File: config.mk
export PLATFORM = sky130hd
export DESIGN_NAME = timer_match_ctrl
export DESIGN_NICKNAME = d
export VERILOG_FILES = /design/src/rtl/timer_match_ctrl.sv
export SDC_FILE = /design/constraint.sdc
export NUM_CORES = 1
export LEC_CHECK = 0
export CAP_MARGIN = 20
export CORE_MARGIN = 1.5
export CORE_UTILIZATION = 25
export CTS_CLUSTER_SIZE = 10
export DETAILED_ROUTE_END_ITERATION = 8
export GPL_ROUTABILITY_DRIVEN = 0
export PLACE_DENSITY = 0.5
export SETUP_SLACK_MARGIN = 0.1
export SYNTH_ARGS = -nofsm -noshare
export SYNTH_HDL_FRONTEND = slang
export SYNTH_SLANG_ARGS = --single-unit
File: constraint.sdc
create_clock -name clk -period 2.7 [get_ports clk]
set_input_delay 0.675 -clock clk [delete_from_list [all_inputs] [get_ports clk]]
set_output_delay 0.675 -clock clk [all_outputs]
set_load 0.02 [all_outputs]
File: src/rtl/timer_match_ctrl.sv
// Compare engine for a free-running up-counter: edge-qualified match pulse, sticky irq,
// saturating match counter, wrap-synchronised compare reload. Option: TIMER_MATCH_WRAP_IRQ_EN.
module timer_match_ctrl #(
  parameter int WIDTH  = 17,
  parameter int MCNT_W = 8
) (
  input  logic              clk,
  input  logic              clr,
  input  logic [WIDTH-1:0]  cnt_in,
  input  logic              enable,
  input  logic              periodic,
  input  logic              cmp_wr,
  input  logic [WIDTH-1:0]  cmp_data,
  input  logic              irq_ack,
  output logic              match_pulse,
  output logic              irq,
  output logic              armed,
  output logic [MCNT_W-1:0] match_count,
`ifdef TIMER_MATCH_WRAP_IRQ_EN
  output logic              wrap_flag,
`endif
  output logic [WIDTH-1:0]  cmp_active
);

  typedef enum logic [1:0] {
    ST_IDLE  = 2'd0,
    ST_ARMED = 2'd1,
    ST_DONE  = 2'd2
  } state_t;

  state_t            r_state;
  logic              r_mode_q;
  logic              r_armed;
  logic [WIDTH-1:0]  r_cnt_q;
  logic [WIDTH-1:0]  r_cnt_prev;
  logic [WIDTH-1:0]  r_cmp_shadow;
  logic [WIDTH-1:0]  r_cmp_active;
  logic              r_shadow_pend;
  logic              r_eq_prev;
  logic              r_match_pulse;
  logic              r_irq;
  logic [MCNT_W-1:0] r_match_count;

  logic w_eq;
  logic w_wrap;
  logic w_match;
  logic w_xfer;
  logic w_wrap_set;
  logic w_irq_set;

  function automatic logic [MCNT_W-1:0] sat_inc(input logic [MCNT_W-1:0] v);
    if (v == {MCNT_W{1'b1}}) begin
      sat_inc = v;
    end else begin
      sat_inc = v + {{(MCNT_W-1){1'b0}}, 1'b1};
    end
  endfunction

  // Any count decrease is a wrap, so an upstream clear also releases a pending compare value.
  always_comb begin
    w_eq       = (r_cnt_q == r_cmp_active);
    w_wrap     = (r_cnt_q < r_cnt_prev);
    w_match    = w_eq & ~r_eq_prev & (r_state == ST_ARMED);
    w_xfer     = r_shadow_pend & w_wrap & (r_state != ST_IDLE);
    w_wrap_set = w_wrap & (r_state != ST_IDLE);
`ifdef TIMER_MATCH_WRAP_IRQ_EN
    w_irq_set  = w_match | w_wrap_set;
`else
    w_irq_set  = w_match;
`endif
  end

  // Input pipeline and edge history for the match qualifier.
  always_ff @(posedge clk or negedge clr) begin
    if (!clr) begin
      r_cnt_q    <= {WIDTH{1'b0}};
      r_cnt_prev <= {WIDTH{1'b0}};
      r_eq_prev  <= 1'b0;
    end else begin
      r_cnt_q    <= cnt_in;
      r_cnt_prev <= r_cnt_q;
      r_eq_prev  <= w_eq;
    end
  end

  // Compare double buffer; a write landing on a wrap cycle stays pending behind the older value.
  always_ff @(posedge clk or negedge clr) begin
    if (!clr) begin
      r_cmp_shadow  <= {WIDTH{1'b0}};
      r_cmp_active  <= {WIDTH{1'b0}};
      r_shadow_pend <= 1'b0;
    end else if (cmp_wr && (r_state == ST_IDLE)) begin
      r_cmp_shadow  <= cmp_data;
      r_cmp_active  <= cmp_data;
      r_shadow_pend <= 1'b0;
    end else begin
      if (w_xfer) begin
        r_cmp_active <= r_cmp_shadow;
      end else begin
        r_cmp_active <= r_cmp_active;
      end
      if (cmp_wr) begin
        r_cmp_shadow  <= cmp_data;
        r_shadow_pend <= 1'b1;
      end else if (w_xfer) begin
        r_shadow_pend <= 1'b0;
      end else begin
        r_shadow_pend <= r_shadow_pend;
      end
    end
  end

  // Control FSM with registered armed flag.
  always_ff @(posedge clk or negedge clr) begin
    if (!clr) begin
      r_state  <= ST_IDLE;
      r_mode_q <= 1'b0;
      r_armed  <= 1'b0;
    end else begin
      case (r_state)
        ST_IDLE: begin
          if (enable) begin
            r_state  <= ST_ARMED;
            r_mode_q <= periodic;
            r_armed  <= 1'b1;
          end else begin
            r_armed  <= 1'b0;
          end
        end
        ST_ARMED: begin
          if (!enable) begin
            r_state <= ST_IDLE;
            r_armed <= 1'b0;
          end else if (w_match && !r_mode_q) begin
            r_state <= ST_DONE;
            r_armed <= 1'b0;
          end else begin
            r_armed <= 1'b1;
          end
        end
        ST_DONE: begin
          if (!enable) begin
            r_state <= ST_IDLE;
            r_armed <= 1'b0;
          end else if (w_xfer) begin
            r_state <= ST_ARMED;
            r_armed <= 1'b1;
          end else begin
            r_armed <= 1'b0;
          end
        end
        default: begin
          r_state <= ST_IDLE;
          r_armed <= 1'b0;
        end
      endcase
    end
  end

  // Match pulse, saturating event count and sticky irq (set beats ack).
  always_ff @(posedge clk or negedge clr) begin
    if (!clr) begin
      r_match_pulse <= 1'b0;
      r_match_count <= {MCNT_W{1'b0}};
      r_irq         <= 1'b0;
    end else begin
      r_match_pulse <= w_match;
      if (w_match) begin
        r_match_count <= sat_inc(r_match_count);
      end else begin
        r_match_count <= r_match_count;
      end
      if (w_irq_set) begin
        r_irq <= 1'b1;
      end else if (irq_ack) begin
        r_irq <= 1'b0;
      end else begin
        r_irq <= r_irq;
      end
    end
  end

`ifdef TIMER_MATCH_WRAP_IRQ_EN
  logic r_wrap_flag;

  // Wrap status flag, cleared together with irq.
  always_ff @(posedge clk or negedge clr) begin
    if (!clr) begin
      r_wrap_flag <= 1'b0;
    end else if (w_wrap_set) begin
      r_wrap_flag <= 1'b1;
    end else if (irq_ack) begin
      r_wrap_flag <= 1'b0;
    end else begin
      r_wrap_flag <= r_wrap_flag;
    end
  end

  assign wrap_flag = r_wrap_flag;
`endif

  assign match_pulse = r_match_pulse;
  assign irq         = r_irq;
  assign armed       = r_armed;
  assign match_count = r_match_count;
  assign cmp_active  = r_cmp_active;

endmodule

# Word-level counts from Yosys, hierarchy flattened

Index checks and enable logic that the tools add are counted.
W data, S select, Z words.

Register bits: 84
Input bits: 40
Output and inout port bits: 28

Add/sub/neg operators: 1
Magnitude comparators: 1
Equal/unequal tests: 7
Muxes and demuxes: 21
Bitwise gates (word level): 6
Reduce and logical (&&, ||, !) cells: 12

Operators by type and width:

| cell                  | count |
|---|---|
| $mux W17              | 4 |
| $eq A17 B17 Y1        | 1 |
| $lt A17 B17 Y1        | 1 |
| $mux W1               | 10 |
| $mux W2               | 5 |
| $add A8 B1 Y8 const B | 1 |
| $eq A8 B8 Y1 const B  | 1 |
| $reduce_bool A2 Y1    | 4 |
| $pmux W2 S3           | 1 |
| $and A1 B1 Y1         | 4 |
| $reduce_and A2 Y1     | 2 |
| $ne A3 B2 Y1 const B  | 1 |
| $ne A3 B3 Y1 const B  | 1 |
| $pmux W1 S3           | 1 |
| $reduce_and A3 Y1     | 1 |
| $reduce_bool A3 Y1    | 1 |
| $eq A2 B1 Y1 const B  | 1 |
| $eq A2 B2 Y1 const B  | 1 |
| $logic_and A1 B1 Y1   | 2 |
| $logic_not A2 Y1      | 1 |
| $ne A2 B2 Y1 const B  | 1 |
| $not A1 Y1            | 2 |
| $logic_not A1 Y1      | 1 |

# Logic depth before layout (Yosys ltp)

Word-level depth: 7
Mapped depth: 10

# Least setup slack after synthesis

No wires, ideal clock.

Kind: reg2reg
Start point: register r_cnt_q[7]
End point: register r_state[0]
Library setup time: 0.121 ns
Arrival time: 1.944 ns
Data required time: 2.579 ns
Path slack: 0.635 ns
Cell stages (with the launch flop): 9
Cell sequence: dfrtp_1 ha_1 a21o_1 a2111oi_4 a21oi_2 nor2_4 buf_12 o221ai_2 a22o_1

Word-level cells in the longest chain between the ends: 6

RTL lines:

| item                                                                   | RTL line | RTL |
|---|---|---|
| start: declaration                                                     | 34       | `logic [WIDTH-1:0] r_cnt_q;` |
| start signal: assignment                                               | 76       | `r_cnt_q <= {WIDTH{1'b0}};` |
| start signal: assignment                                               | 80       | `r_cnt_q <= cnt_in;` |
| parallel branches: the longest is 5 deep, another holds $lt A17 B17 Y1 | -        |  |
| $reduce_and A3 Y1 (no source line) (*)                                 | -        |  |
| end signal: assignment                                                 | 132      | `r_state <= ST_IDLE;` |
| end signal: assignment                                                 | 135      | `r_state <= ST_DONE;` |
| end signal: assignment                                                 | 143      | `r_state <= ST_IDLE;` |
| end: declaration                                                       | 31       | `state_t r_state;` |

Mark *: on every way between the ends.
A chain may end at the register's enable or synchronous reset.

# Worst setup path after layout

Start point: register r_cnt_q[10]
End point: register r_cmp_active[11], in the netlist cmp_active[11]

Word-level cells in the longest chain between the ends: 4

RTL lines:

| item                                | RTL line | RTL |
|---|---|---|
| $lt A17 B17 Y1                      | 62       | `w_wrap = (r_cnt_q < r_cnt_prev);` |
| $and A1 B1 Y1 (2 in series)         | 64       | `w_xfer = r_shadow_pend & w_wrap & (r_state != ST_IDLE);` |
| $reduce_bool A2 Y1 (no source line) | -        |  |
| end signal: assignment              | 90       | `r_cmp_active <= {WIDTH{1'b0}};` |
| end signal: assignment              | 94       | `r_cmp_active <= cmp_data;` |
| end signal: assignment              | 98       | `r_cmp_active <= r_cmp_shadow;` |
| end: declaration                    | 37       | `logic [WIDTH-1:0] r_cmp_active;` |

Every way passes these cells.

==> metrics.csv <==
stage,metric,value,unit
setup_path,crit_arrival,2450,ps
synthesis,synth_xor_area_share,5.707,%
power,p_total,4.105,mW
clock_network,cts_hold_buf,0,
clock_network,cts_resized,0,
sta,finalCritPeriodShare,82.59,%
sta,relSlewSlack,66.17,%
sta,fmax,448.4,MHz
synthesis,synth_area_per_cell,12.49,µm²
routing,drtIter0Drc,83,
clock_network,cts_buffer_depth,2,
layout,area_growth_syn_to_layout,33.02,%
layout,diodes,0,
place,io_buffer_count,67,
power,comb_power_share,29.3,%
power,p_seq_share,40.3,%
place,dpl-instance-area,4598,µm²
synthesis,synthDistinctLibCells,41,
synthesis,synth.area.mux_share,10.43,%
die,num_rows,44,
routing,drc,0,
grt,track_usage,11.48,%
power,peakVddDrop,0.3572,mV
synthesis,syn_inst,295,
synthesis,synth_async_sr_flop_share,100.0,%
synthesis,yosysSeqAreaShare,57.07,%
clock_network,clock_latency,340,ps
grt,grtUsageMet3,3.565,%
setup_path,path_max_fanout,21,
power,power.internal,2.790,mW
routing,drt-wirelength-per-cell,14.96,µm
power,power.density_cell_area,837.9,nW/µm²
clock_network,cts_htree_levels,3,
synthesis,yosys_warnings,0,
grt,busiest_layer,met2,
routing,ant_nets,0,
die,core,14480,µm²
clock_network,cts_tree,yes,
layout,layout_commonest_cell,dfrtp_1,
setup_path,cp-end-kind,flop,
synthesis,yosys_most_used_dff,dfrtp_1,
sta,clock-skew-final,6.354,ps
grt,met1_usage,15.72,%
synthesis,synth-compound-area-share,7.303,%
grt,antenna_found_initial,0,
layout,drive_gt1_share,13.00,%
synthesis,synth.area.top_cells,"dfrtp_1 (57%), ha_1 (7.1%), mux2_2 (5.8%)",
die,die_h,124.4,µm
outcome,outcome,completed,
die,io_pins,68,
layout,layout_common_cells,"dfrtp_1 (84), clkdlybuf4s50_1 (66), a21oi_1 (23), inv_1 (22)",
synthesis,synth_top_family_by_area,multiplexers,
setup_path,required,2920,ps
die,die_width,124.4,µm
sta,period_minus_slack,2230,ps
layout,utilization,33.84,%
clock_network,cts.sinks,84,
routing,viasPerCell,4.310,
synthesis,synth_simple_gate_area_share,8.662,%
hold_path,hold_path_class,input pin to async pin,
power,power_leakage,2.101,nW
power,switching_share,32.04,%
synthesis,synth_enable_flop_cells,0,
grt,grt_pass1_vias,2522,
clock_network,path_clk_slew,60,ps
grt,overflow,0,
grt,grt_use_met2,17.36,%
sta,tightest_slew,507.5,ps
grt,grt_start_max_net_pins,48,
synthesis,ys_seq_elements,84,
routing,drt-pass1-iter-count,4,
sta,worst_hold_slack,301.2,ps
synthesis,syn_area,3684,µm²
synthesis,synth_top_area_share,57.07,%
sta,setup_tns,0,ps
job,drv_cap,0,
die,die_area,15470,µm²
setup_path,path_class,flop to flop,
clock_network,cts_buffers,9,
routing,wirelength,8.395,mm
layout,fin_nets,433,
synthesis,synth.largest_area_cell,dfrtp_1,
routing,num_vias,2418,
grt,grt_pass1_wl,13.72,mm
synthesis,syn-num-nets,356,
clock_network,cts_root_buf,clkbuf_16,
power,power_frac_clock,30.4,%
sta,setup_viol,0,
die,initial_utilization,25.44,%
clock_network,cts_setup_buffers,0,
sta,drv_slew,0,
place,dpl.hpwl,6.119,mm
power,p_sw,1.315,mW
setup_path,start_kind,flop,
sta,rsz0062_at_grt,no,
synthesis,synth_fa_ha_area_share,7.133,%
layout,final_cell_area,4900,µm²
sta,hold_viol,0,
-- flip-flops by register name (all words and copies together), names as in the netlist --
register       count
armed              1
cmp_active        17
irq                1
match_count        8
match_pulse        1
r_cmp_shadow      17
r_cnt_prev        17
r_cnt_q           17
r_eq_prev          1
r_mode_q           1
r_shadow_pend      1
r_state            2
-- worst paths after layout --
| kind | start | to | slack (ps) | depth (start not counted) |
|---|---|---|---|---|
| worst max-delay path | r_cnt_q[10] | cmp_active[11] | 470 | 9 |
| worst max register to register | r_cnt_q[10] | cmp_active[11] | 470 | 9 |
| min in group clk | r_cnt_q[3] | r_cnt_prev[3] | 430 | 0 |
| max in group asynchronous | clr | r_cnt_prev[14] | 1780 | 2 |
| worst min register to register | r_cnt_q[3] | r_cnt_prev[3] | 430 | 0 |
| worst min-delay path | clr | r_cmp_shadow[3] | 300 | 1 |
-- cells in the mapped netlist (all sizes together), types with 4 or more instances --
| master | instances |
|---|---|
| nand2 | 9 |
| ha | 21 |
| clkbuf | 5 |
| mux2 | 19 |
| xor2 | 4 |
| mux2i | 17 |
| dfrtp | 84 |
| nand3 | 7 |
| a21oi | 24 |
| xnor2 | 20 |
| nand4 | 5 |
| inv | 22 |
| nor2 | 23 |
| o21ai | 6 |
-- per-stage QoR --
stage | instances | worst slack, ps
final | 561 | 470.1
after global placement | 545 | 495.3
after floorplan | 295 | 634.9
after global routing | 561 | 308.0
after CTS | 561 | 443.1
after detailed placement | 545 | 444.1
-- logic make-up (layout without fill, tap and decap cells) --
logic type | count (synthesis) | after routing
buf+inv | 29 | 111
simple gates | 60 | 60
fa+ha+maj | 21 | 21
xor+xnor | 24 | 24
mux | 36 | 36
compound gates | 41 | 41
flops | 84 | 84
-- final cells by class --
type                            instances  area (µm²)
Inverter                               22       82.58
Fill cell                            1473        9579
Sequential cell                        84        2102
Tap cell                              184       230.2
Clock inverter                          6       72.57
Timing Repair Buffer                   73       738.2
Clock buffer                           10       229.0
Multi-Input combinational cell        182        1445
-- worst max-delay path, cell delays in order (launching register included) --
cell and delay [ps]:
dfrtp_1 410, ha_1 320, a211oi_1 260, nor2_1 120, a2111oi_4 210, a21oi_2 140
nor2_4 140, buf_12 200, mux2i_1 210, a21oi_1 90
-- metal layers --
layer  routed length, µm  vias to the layer above
li1                    -                     1166
met1                4130                     1188
met2                3826                       56
met3                 352                        8
met4                  85                        0
met5                   0                        -
-- power groups by stage --
stage	Sequential [mW]	Combinational [mW]	Clock [mW]
global placement	1.68	1.21	0
floorplan	1.79	0.560	0
detailed placement	1.68	1.22	0
finish	1.65	1.20	1.25
global route	1.69	1.31	1.34
CTS	1.66	1.22	1.29
(Power assumes the default switching activity.)
